<file path="config.mk">
export PLATFORM = sky130hd
export DESIGN_NAME = signed_serial_subtractor_flat
export DESIGN_NICKNAME = d
export VERILOG_FILES = /design/src/rtl/signed_serial_subtractor_pkg.sv /design/src/rtl/signed_serial_subtractor_if.sv /design/src/rtl/signed_serial_subtractor_full_adder_cell.sv /design/src/rtl/signed_serial_subtractor.sv /design/src/flat_wrapper.sv
export SDC_FILE = /design/constraint.sdc
export NUM_CORES = 1
export LEC_CHECK = 0
export BUFFER_PORTS_ARGS = -buffer_cell sky130_fd_sc_hd__buf_4
export CAP_MARGIN = 20
export CELL_PAD_IN_SITES_DETAIL_PLACEMENT = 0
export CELL_PAD_IN_SITES_GLOBAL_PLACEMENT = 1
export CORE_UTILIZATION = 45
export CTS_BUF_LIST = sky130_fd_sc_hd__clkbuf_8 sky130_fd_sc_hd__clkbuf_16
export CTS_CLUSTER_SIZE = 12
export DETAILED_ROUTE_END_ITERATION = 6
export GPL_TIMING_DRIVEN = 0
export PLACE_DENSITY = 0.9
export SLEW_MARGIN = 5
export SYNTH_ARGS = -nofsm -noshare
export SYNTH_HDL_FRONTEND = slang
export SYNTH_HIERARCHICAL = 1
export SYNTH_SLANG_ARGS = --single-unit
</file>
<file path="constraint.sdc">
create_clock -name clk -period 3.87 [get_ports clk]
set_clock_uncertainty 0.15 [all_clocks]
set_input_delay 0.1935 -clock clk [delete_from_list [all_inputs] [get_ports clk]]
set_output_delay 0.1935 -clock clk [all_outputs]
set_load 0.005 [all_outputs]
</file>
<file path="src/rtl/signed_serial_subtractor_pkg.sv">
// Shared types and constants for the bit-serial two's-complement subtractor.
package signed_serial_subtractor_pkg;

    localparam int DATA_W = 4;

    typedef enum logic [1:0] {
        IDLE = 2'd0,
        RUN  = 2'd1,
        DONE = 2'd2
    } state_e;

endpackage : signed_serial_subtractor_pkg

</file>
<file path="src/rtl/signed_serial_subtractor_if.sv">
// Start/done handshake, operand and result bundle for the serial subtractor.
interface signed_serial_subtractor_if
    import signed_serial_subtractor_pkg::*;
#(
    parameter int WIDTH = DATA_W
) ();

    logic             start;
    logic [WIDTH-1:0] a;
    logic [WIDTH-1:0] b;
    logic             busy;
    logic             done;
    logic [WIDTH-1:0] diff;
    logic             overflow;
    logic             borrow;

    modport master (
        output start, a, b,
        input  busy, done, diff, overflow, borrow
    );

    modport slave (
        input  start, a, b,
        output busy, done, diff, overflow, borrow
    );

endinterface : signed_serial_subtractor_if

</file>
<file path="src/rtl/signed_serial_subtractor_full_adder_cell.sv">
// One-bit full adder; the same cell the combinational adder replicates per bit.
module full_adder_cell (
    input  logic a,
    input  logic b,
    input  logic cin,
    output logic s,
    output logic cout
);

    assign s    = a ^ b ^ cin;
    assign cout = (a & b) | (a & cin) | (b & cin);

endmodule : full_adder_cell

</file>
<file path="src/rtl/signed_serial_subtractor.sv">
// Bit-serial a - b computed LSB first as a + ~b + 1 through a single full-adder cell.
module signed_serial_subtractor
    import signed_serial_subtractor_pkg::*;
#(
    parameter int WIDTH = DATA_W
) (
    input  logic                       clk,
    input  logic                       rst,
    signed_serial_subtractor_if.slave  bus
);

    localparam int CNT_W = $clog2(WIDTH);

    state_e           state_q, state_d;
    logic [WIDTH-1:0] a_q, a_d;
    logic [WIDTH-1:0] b_q, b_d;
    logic             carry_q, carry_d;
    logic [CNT_W-1:0] cnt_q, cnt_d;
    logic [WIDTH-1:0] sum_sr_q, sum_sr_d;
    logic [WIDTH-1:0] diff_q, diff_d;
    logic             ovf_q, ovf_d;
    logic             borrow_q, borrow_d;

    logic             fa_s;
    logic             fa_cout;
    logic [WIDTH-1:0] sum_next;

    full_adder_cell u_cell (
        .a    (a_q[0]),
        .b    (b_q[0]),
        .cin  (carry_q),
        .s    (fa_s),
        .cout (fa_cout)
    );

    // Sum bits enter at the MSB so the word is right-aligned after WIDTH shifts.
    assign sum_next = {fa_s, sum_sr_q[WIDTH-1:1]};

    always_comb begin
        // NOTE: every signal gets its hold value first so no path leaves one unassigned (no latches).
        state_d  = state_q;
        a_d      = a_q;
        b_d      = b_q;
        carry_d  = carry_q;
        cnt_d    = cnt_q;
        sum_sr_d = sum_sr_q;
        diff_d   = diff_q;
        ovf_d    = ovf_q;
        borrow_d = borrow_q;

        case (state_q)
            IDLE: begin
                if (bus.start) begin
                    a_d     = bus.a;
                    b_d     = ~bus.b;
                    carry_d = 1'b1;
                    cnt_d   = '0;
                    state_d = RUN;
                end
            end
            RUN: begin
                sum_sr_d = sum_next;
                a_d      = a_q >> 1;
                b_d      = b_q >> 1;
                carry_d  = fa_cout;
                cnt_d    = cnt_q + 1'b1;
                if (cnt_q == CNT_W'(WIDTH - 1)) begin
                    // carry_q is the carry into the MSB; fa_cout is the carry out of it.
                    diff_d   = sum_next;
                    ovf_d    = carry_q ^ fa_cout;
                    borrow_d = ~fa_cout;
                    state_d  = DONE;
                end
            end
            DONE: begin
                state_d = IDLE;
            end
            default: begin
                state_d = IDLE;
            end
        endcase
    end

    // NOTE: state updates use non-blocking assignments so every flop samples pre-edge values.
    always_ff @(posedge clk or posedge rst) begin
        if (rst) begin
            state_q  <= IDLE;
            a_q      <= '0;
            b_q      <= '0;
            carry_q  <= 1'b0;
            cnt_q    <= '0;
            sum_sr_q <= '0;
            diff_q   <= '0;
            ovf_q    <= 1'b0;
            borrow_q <= 1'b0;
        end else begin
            state_q  <= state_d;
            a_q      <= a_d;
            b_q      <= b_d;
            carry_q  <= carry_d;
            cnt_q    <= cnt_d;
            sum_sr_q <= sum_sr_d;
            diff_q   <= diff_d;
            ovf_q    <= ovf_d;
            borrow_q <= borrow_d;
        end
    end

    assign bus.busy     = (state_q == RUN);
    assign bus.done     = (state_q == DONE);
    assign bus.diff     = diff_q;
    assign bus.overflow = ovf_q;
    assign bus.borrow   = borrow_q;

endmodule : signed_serial_subtractor

</file>
<file path="src/flat_wrapper.sv">
// flat-port wrapper written by rule: the top's interface ports become plain ports
module signed_serial_subtractor_flat import signed_serial_subtractor_pkg::*;
#(
    parameter int WIDTH = DATA_W
)
  (clk, rst, bus_start, bus_a, bus_b, bus_busy, bus_done, bus_diff, bus_overflow, bus_borrow);
  signed_serial_subtractor_if #(.WIDTH(WIDTH)) bus_i ();
  input  logic clk;
  input  logic rst;
  input wire logic [$bits(bus_i.start)-1:0] bus_start;
  input wire logic [$bits(bus_i.a)-1:0] bus_a;
  input wire logic [$bits(bus_i.b)-1:0] bus_b;
  output wire logic [$bits(bus_i.busy)-1:0] bus_busy;
  output wire logic [$bits(bus_i.done)-1:0] bus_done;
  output wire logic [$bits(bus_i.diff)-1:0] bus_diff;
  output wire logic [$bits(bus_i.overflow)-1:0] bus_overflow;
  output wire logic [$bits(bus_i.borrow)-1:0] bus_borrow;
  assign bus_i.start = bus_start;
  assign bus_i.a = bus_a;
  assign bus_i.b = bus_b;
  assign bus_busy = bus_i.busy;
  assign bus_done = bus_i.done;
  assign bus_diff = bus_i.diff;
  assign bus_overflow = bus_i.overflow;
  assign bus_borrow = bus_i.borrow;
  signed_serial_subtractor #(.WIDTH(WIDTH)) u_core (.clk(clk), .rst(rst), .bus(bus_i));
endmodule
</file>
## After elaboration in Yosys (flattened, before gate mapping)

Index checks and enable logic that the tools add are counted.

| operators by class | value |
|---|---|
| $lt $le $gt $ge | 0 |
| multiply operators | 0 |
| shifts and indexed selects | 0 |
| bitwise gates (word level) | 10 |
| muxes and demuxes | 11 |
| equality and inequality tests | 5 |
| add/subtract/negate cells | 1 |
| reductions and logical operators | 5 |
| div/mod/pow operators | 0 |

Operator list:

| cell | number |
|---|---|
| one-hot mux 4 bit (2 select lines) | 2 |
| 2-to-1 mux 4 bit | 2 |
| one-hot mux 2 bit (2 select lines) | 2 |
| 2-to-1 mux 2 bit | 3 |
| AND reduction 2 bit | 3 |
| equality test 2 bit, second input constant | 2 |
| NOT 4 bit | 1 |
| bitwise AND 1 bit | 3 |
| bitwise XOR 1 bit | 3 |
| adder 2 x 1 -> 2 bit, second input constant | 1 |
| equality test 2 x 1 -> 1 bit, second input constant | 1 |
| zero test 2 bit | 1 |
| inequality test 2 x 1 -> 1 bit, second input constant | 1 |
| inequality test 2 bit, second input constant | 1 |
| OR 1 bit | 2 |
| one-hot mux 1 bit (2 select lines) | 1 |
| nonzero test 2 bit | 1 |
| 2-to-1 mux 1 bit | 1 |
| NOT 1 bit | 1 |

| word-level totals | value |
|---|---|
| bits in writable memories | 0 |
| memories kept | 0 |
| output and inout bits | 8 |
| latch bits | 0 |
| register bits | 23 |
| word-level logic and storage cells | 41 |
| bits in read-only memories | 0 |

## Logic depth before layout (Yosys ltp)

Gate-level depths: netlist of run 1.

| depth | value |
|---|---|
| depth after elaboration | 4 |
| depth in mapped cells | 6 |
| depth with buffers taken out | 4 |

## Cells and area by module

Netlist of run 1, hierarchy kept.

By module, submodules not included:

| module | times used | cells an instance | seq. area each (um2) | area each (um2) |
|---|---|---|---|---|
| signed_serial_subtractor | 1 | 86 | 550.5 | 987.2 |
| full_adder_cell | 1 | 1 | 0.0 | 20.0 |

## Worst setup path before layout of run 1

OpenSTA, ideal clock, no wires.

| timing path | value |
|---|---|
| path type | register -> register |
| start point | register u_core.a_q[0] |
| end point | register u_core.diff_q[3] (netlist: u_core/bus.diff[3]) |
| buffers on the path | 0 |
| arrival | 1.115 ns |
| cell stages (with the launch flop) | 3 |
| setup time | 0.125 ns |
| data required time | 3.595 ns |
| path slack | 2.480 ns |
| path through | dfrtp_1 -> fa_1 -> mux2_2 |

| between the ends | value |
|---|---|
| longest elaborated chain between the ends | 2 |

RTL lines:

| element | line | RTL |
|---|---|---|
| start, declared | signed_serial_subtractor.sv:15 | `logic [WIDTH-1:0] a_q, a_d;` |
| start signal, assigned | signed_serial_subtractor.sv:88 | `a_q <= '0;` |
| start signal, assigned | signed_serial_subtractor.sv:98 | `a_q <= a_d;` |
| bitwise XOR 1 bit (2 in series) | signed_serial_subtractor_full_adder_cell.sv:10 | `assign s = a ^ b ^ cin;` |
| net u_core.fa_s | signed_serial_subtractor.sv:24 | `logic fa_s;` |
| end signal, assigned | signed_serial_subtractor.sv:103 | `diff_q <= diff_d;` |
| end, declared | signed_serial_subtractor.sv:20 | `logic [WIDTH-1:0] diff_q, diff_d;` |

The timed path passes the listed nets, and every way through them passes these cells.
A chain may end at the register's enable or synchronous reset.

## Final worst setup path of run 1

| timing path | value |
|---|---|
| start point | register u_core.state_q[1] |
| end point | output bus_busy |

| between the ends | value |
|---|---|
| longest elaborated chain between the ends | 1 |

RTL lines:

| element | line | RTL |
|---|---|---|
| start, declared | signed_serial_subtractor.sv:14 | `state_e state_q, state_d;` |
| start signal, assigned | signed_serial_subtractor.sv:97 | `state_q <= state_d;` |
| equality test 2 x 1 -> 1 bit | signed_serial_subtractor.sv:109 | `assign bus.busy = (state_q == RUN);` |
| end, declared | flat_wrapper.sv:13 | `output wire logic [$bits(bus_i.busy)-1:0] bus_busy;` |

No other way between the ends.

==> flow_summary.yaml, run 1 <==
cts:
  htreeDepth: 1
  cts_max_path_buffers: 2
  cts_tree: "done"
  postCtsSetupBuffers: 0
  cts_buffers: 3
  clk_pin_slew_ns: 0.07
  cts_resized: 0
  cts_root_buf: "clkbuf_8"
  numClockSinks: 22
  worstSkewPairLatency_ns: 0.26
placement:
  dpl.cell_count: 132
  io_buffers: 18
  gp_congestion: 0.764
  postPlaceCellArea_um2: 1180
  post-place-ws_ns: 2.44
  post-dp-hpwl_um: 1280
cells_and_area:
  final_util_pct: 60.6
  antenna_cells: 0
  layout_common_cells: "dfrtp_1, buf_4, nand2_1, o21ai_0, mux2_2"
  fillers: 183
  final_cells: 137
  area_growth_pct: 22.9
  nets: 125
  mostFrequentLayoutCell: "dfrtp_1"
  drive_gt1_share_pct: 34.5
  fin_area_um2: 1240
worst_setup_path:
  crit-reg2reg-launch: "u_core/a_q[0]"
  cp_cell_sequence: "buf_4 -> nand2b_2 -> buf_6 -> inv_4 -> buf_4"
  r2r-end: "u_core/bus.diff[3]"
  r2r_slack_ns: 2.44
  cp_data_required_time_ns: 3.53
  path_class: "reg -> out"
  startpoint_type: "flop"
  cp_slowest_stage_delay_ns: 0.36
  crit_slowest_cell: "dfrtp_1"
  end_kind: "primary output"
  startpoint: "u_core/state_q[1]"
  critical_path.max_fanout: 10
  crit_end: "bus_busy"
  worstPathArrival_ns: 1.32
  reg2reg_depth: 2
  crit_top_cell: "buf_4"
synth:
  synth-edff-count: 0
  syn-mean-instance-area_um2: 11.6
  netlist_area_um2: 1010
  synthCells: 87
  synth_cell_type_count: 31
  seq_area_frac_synth_pct: 54.7
  ys_ff_latch: 22
  yosysWarnings: 6
  synthFlopType: "dfrtp_1"
  ys_async_sr_fraction_pct: 100
  syn_nets: 100
timing:
  fin_crit_sh_pct: 42.9
  fin_tns_setup_ns: 0
  setup_violations: 0
  period_needed_ns: 1.66
  clock.fmax_mhz: 603
  slew_headroom_pct: 46.2
  hold_viol: 0
  worst_pin_slew_ns: 0.806
  whs_ns: 0.0596
  rsz0062_at_grt: "false"
  final_max_slew_viol_count: 0
  worst_slack_ns: 2.21
die:
  coreArea_um2: 2040
  initial_core_util_pct: 49.3
  die_x_um: 49.3
  rows: 16
  io_pins: 19
  die_area_um2: 2430
  fp.dieH_um: 49.3
detailed_routing:
  drc_errors: 0
  avgRoutedWirePerCell_um: 12.9
  vias: 719
  via_per_inst: 5.25
  drtAntennaViolNets: 0
  drtIter0Drc: 13
  dr.pass1.iters: 4
  wirelength_um: 1770
grt:
  grt_usage_pct: 17.8
  grt_pass1_vias: 698
  grt_overflow_total: 0
  grt_pass1_wl_um: 3130
  grt_start_max_net_pins: 23
  antenna_found_initial: 0
power_and_ir_drop:
  comb_power_share_pct: 44.0
  p_switching_uw: 331
  totalPowerFinal_uw: 966
  p_seq_share_pct: 41.7
  power_density_nw_per_um2: 781
  clkPwrFrac_pct: 14.3
  ir_drop_uv: 312
  p_leak_nw: 0.604
  swShare_pct: 34.3
  p_int_uw: 635
min_path:
  hold_class: "in -> reg"
run:
  drv_cap: 0
status:
  status: "completed"
state kept, by name, indices dropped and copies added (netlist names):
name	flops
u_core/a_q	4
u_core/bus.diff	4
u_core/bus.borrow	1
u_core/b_q	4
u_core/bus.overflow	1
u_core/cnt_q	2
u_core/carry_q	1
u_core/state_q	2
u_core/sum_sr_q	3
power groups by stage:
stage	Combinational [mW]	Sequential, mW	Clock (mW)
final	0.425	0.403	0.138
after global routing	0.479	0.419	0.153
after CTS	0.430	0.404	0.143
after detailed placement	0.429	0.408	0
after global placement	0.418	0.403	0
after floorplan	0.307	0.395	0
area by class of cell:
class | instances | area (µm²) | area share [%]
repair buffers | 20 | 155 | 12.5
well taps | 27 | 33.8 | 2.73
flip-flops and latches | 22 | 551 | 44.5
clock buffers | 3 | 41.3 | 3.34
multi-input cells | 57 | 408 | 33.0
inverters | 4 | 17.5 | 1.42
plain buffers | 4 | 31.3 | 2.53
critical path: cells and delay by family, from the launching register on:
kind / cells / cell delay [ns]
buf+inv: 4 / 0.51
flops: 1 / 0.36
simple gates: 1 / 0.18
how the worst min path moves through the flow:
| stage | end | from | slack [ns] | cells after the start |
|---|---|---|---|---|
| after floorplan | u_core/a_q[0] | rst | 0.03 | 1 |
| after global placement | u_core/b_q[3] | bus_b[3] | 0.21 | 2 |
| after detailed placement | u_core/b_q[3] | bus_b[3] | 0.22 | 2 |
| after CTS | u_core/a_q[3] | bus_a[3] | 0.05 | 3 |
| after global routing | u_core/a_q[3] | bus_a[3] | 0.05 | 3 |
| final | u_core/a_q[3] | bus_a[3] | 0.06 | 3 |
Yosys cell counts, types with 2 or more instances:
cell type	instances	share of area, %
dfrtp_1	22	55
nand2_1	16	6.0
a221o_1	3	3.0
o21ai_0	8	4.0
inv_1	2	0.75
buf_4	2	1.5
o22a_1	2	1.7
o31ai_1	2	1.5
nand2b_1	3	1.9
mux2_2	4	4.5
o221a_2	2	2.2
nand3b_1	2	1.5
routing by layer:
| metal | vias up | GRT usage (%) | wire [µm] |
|---|---|---|---|
| met4 | 0 | 11.8 | 46 |
| li1 | 350 | - | - |
| met3 | 5 | 3.12 | 87 |
| met2 | 22 | 26.5 | 795 |
| met5 | - | 0 | 0 |
| met1 | 342 | 23.8 | 845 |
logic make-up after synthesis:
| kind of cell | Yosys count | synth area share [%] |
|---|---|---|
| DFF | 22 | 54.7 |
| adders and majority gates | 2 | 3.23 |
| AOI/OAI and AO/OA | 21 | 15.2 |
| muxes | 4 | 4.47 |
| xor gates and xnor gates | 1 | 0.870 |
| and+or+nand+nor | 29 | 16.8 |
| buffers and inverters | 8 | 4.84 |
repair_timing:
action                                  4_1_cts  5_1_grt
endpoints found under the hold margin        23        0
endpoints found under the setup margin        0        0
hold buffers                                  2        0
Power figures use the tool's default switching activity.
==> run 2: changes to the inputs <==
--- a/config.mk
+++ b/config.mk
@@ -9,12 +9,12 @@
 export CAP_MARGIN = 20
 export CELL_PAD_IN_SITES_DETAIL_PLACEMENT = 0
 export CELL_PAD_IN_SITES_GLOBAL_PLACEMENT = 1
-export CORE_UTILIZATION = 45
+export CORE_UTILIZATION = 41
 export CTS_BUF_LIST = sky130_fd_sc_hd__clkbuf_8 sky130_fd_sc_hd__clkbuf_16
 export CTS_CLUSTER_SIZE = 12
 export DETAILED_ROUTE_END_ITERATION = 6
 export GPL_TIMING_DRIVEN = 0
-export PLACE_DENSITY = 0.9
+export PLACE_DENSITY = 0.84
 export SLEW_MARGIN = 5
 export SYNTH_ARGS = -nofsm -noshare
 export SYNTH_HDL_FRONTEND = slang
==> constraint.sdc (replaced) <==
create_clock -name clk -period 1.6 [get_ports clk]
set_clock_uncertainty 0.15 [all_clocks]
set_input_delay 0.08 -clock clk [delete_from_list [all_inputs] [get_ports clk]]
set_output_delay 0.08 -clock clk [all_outputs]
set_load 0.005 [all_outputs]
==> flow_summary.yaml, run 2 (synthesized netlist as in run 1, its figures left out) <==
status:
  status: "completed"
worst_setup_path:
  cp_data_required_time_ns: 1.37
  worstPathArrival_ns: 1.30
  critPathTopFamily: "buffers and inverters"
  crit_top_cell: "buf_4"
  cp_cell_sequence: "buf_4 -> nand2b_2 -> buf_6 -> inv_8 -> buf_4"
  crit_slowest_cell: "dfrtp_1"
  path_buf_inv: 4
  end_kind: "primary output"
  startpoint_type: "flop"
  critical_path.max_fanout: 10
  cp_slowest_stage_delay_ns: 0.37
  path_class: "reg -> out"
grt:
  grt_usage_pct: 16.5
  use_met1_pct: 22.8
  busiest_layer: "met2"
  grt_overflow_total: 0
  use_met2_pct: 25.3
  grt_start_max_net_pins: 23
  antenna_found_initial: 0
  grt_pass1_wl_um: 3170
  grt_pass1_vias: 712
  grt_use_met3_pct: 2.63
die:
  die_x_um: 51.6
  rows: 17
  initial_core_util_pct: 44.7
  die_area_um2: 2660
  io_pins: 19
  fp.dieH_um: 51.6
  coreArea_um2: 2250
cts:
  htreeDepth: 1
  clk_pin_slew_ns: 0.08
  worstSkewPairLatency_ns: 0.26
  cts_tree: "done"
  cts_max_path_buffers: 2
  cts_root_buf: "clkbuf_8"
  cts_buffers: 3
  numClockSinks: 22
placement:
  post-dp-hpwl_um: 1250
  postPlaceCellArea_um2: 1180
  gp_congestion: 0.756
  io_buffers: 18
timing:
  slew_headroom_pct: 45.5
  setup_violations: 0
  fin_crit_sh_pct: 95.8
  period_needed_ns: 1.53
  worst_pin_slew_ns: 0.817
  rsz0062_at_grt: "false"
  hold_viol: 0
  final_max_slew_viol_count: 0
  clock.fmax_mhz: 653
  fin_tns_setup_ns: 0
cells_and_area:
  antenna_cells: 0
  layout_common_cells: "dfrtp_1, buf_4, nand2_1, o21ai_0, dlygate4sd3_1"
  drive_gt1_share_pct: 34.2
  final_util_pct: 57.8
  fin_area_um2: 1300
  area_growth_pct: 29.4
  nets: 128
  mostFrequentLayoutCell: "dfrtp_1"
detailed_routing:
  via_per_inst: 5.18
  wirelength_um: 1790
  drc_errors: 0
  drtAntennaViolNets: 0
  drtIter0Drc: 16
  vias: 735
  avgRoutedWirePerCell_um: 12.6
  dr.pass1.iters: 4
run:
  drv_cap: 0
power_and_ir_drop:
  totalPowerFinal_mw: 2.54
  ir_drop_uv: 981
  power_density_nw_per_um2: 1950
  p_leak_nw: 0.632
min_path:
  hold_class: "in -> reg"
==> run 2: cell types whose count changed in the layout (fill, tap and decap cells not counted) <==
cell	delta
dlygate4sd3_1	+3
inv_8	+1
inv_4	-1
bufinv_16	+1
==> run 2: area by class of cell <==
cell class	count	area, µm²
clock inverters	1	30.0
clock buffers	3	41.3
inverters	4	22.5
multi-input cells	57	408
plain buffers	4	31.3
flip-flops and latches	22	551
fillers	207	951
well taps	28	35.0
repair buffers	23	185
==> run 2: worst paths after layout <==
check	start	to	slack [ns]	depth (start not counted)
min reg2reg	u_core/sum_sr_q[1]	u_core/sum_sr_q[1]	0.32	2
min	bus_a[0]	u_core/a_q[0]	0.02	3
max in group asynchronous	rst	u_core/bus.diff[3]	0.41	3
max	u_core/state_q[1]	bus_busy	0.07	5
min in group asynchronous	rst	u_core/bus.overflow	0.38	3
max reg2reg	u_core/a_q[0]	u_core/bus.diff[3]	0.18	2
==> run 2: stage by stage <==
stage	std cells	hold WS [ns]	worst slack (ns)
final	142	0.0155	0.0676
after CTS	142	0.0140	0.0319
after floorplan	87	-0.0808	0.210
after detailed placement	133	0.114	0.173
after global placement	133	0.101	0.176
after global routing	142	0.0393	0.00646
==> run 2: power by group <==
group          internal [mW]  switching [mW]
Sequential             0.815           0.160
Combinational          0.563           0.487
Clock                  0.334           0.184
==> run 2: what timing repair did <==
| action | in CTS | in global routing |
|---|---|---|
| resized for setup | 0 | 2 |
| hold endpoints to repair | 25 | 0 |
| buffers inserted | 0 | 0 |
| hold buffers | 5 | 0 |
| endpoints found under the setup margin | 0 | 1 |
==> run 2: metal layers <==
layer / share of wire, % / up-vias
met5: 0 / -
met4: 1.9 / 0
met3: 4.9 / 3
met2: 45 / 26
met1: 48 / 347
li1: - / 359
==> run 2: worst register-to-register path: cells and delay by family (launching register included) <==
kind                     cells  cell delay (ns)
multiplexers                 1             0.27
flip-flops                   1             0.41
adder cells (fa/ha/maj)      1             0.49
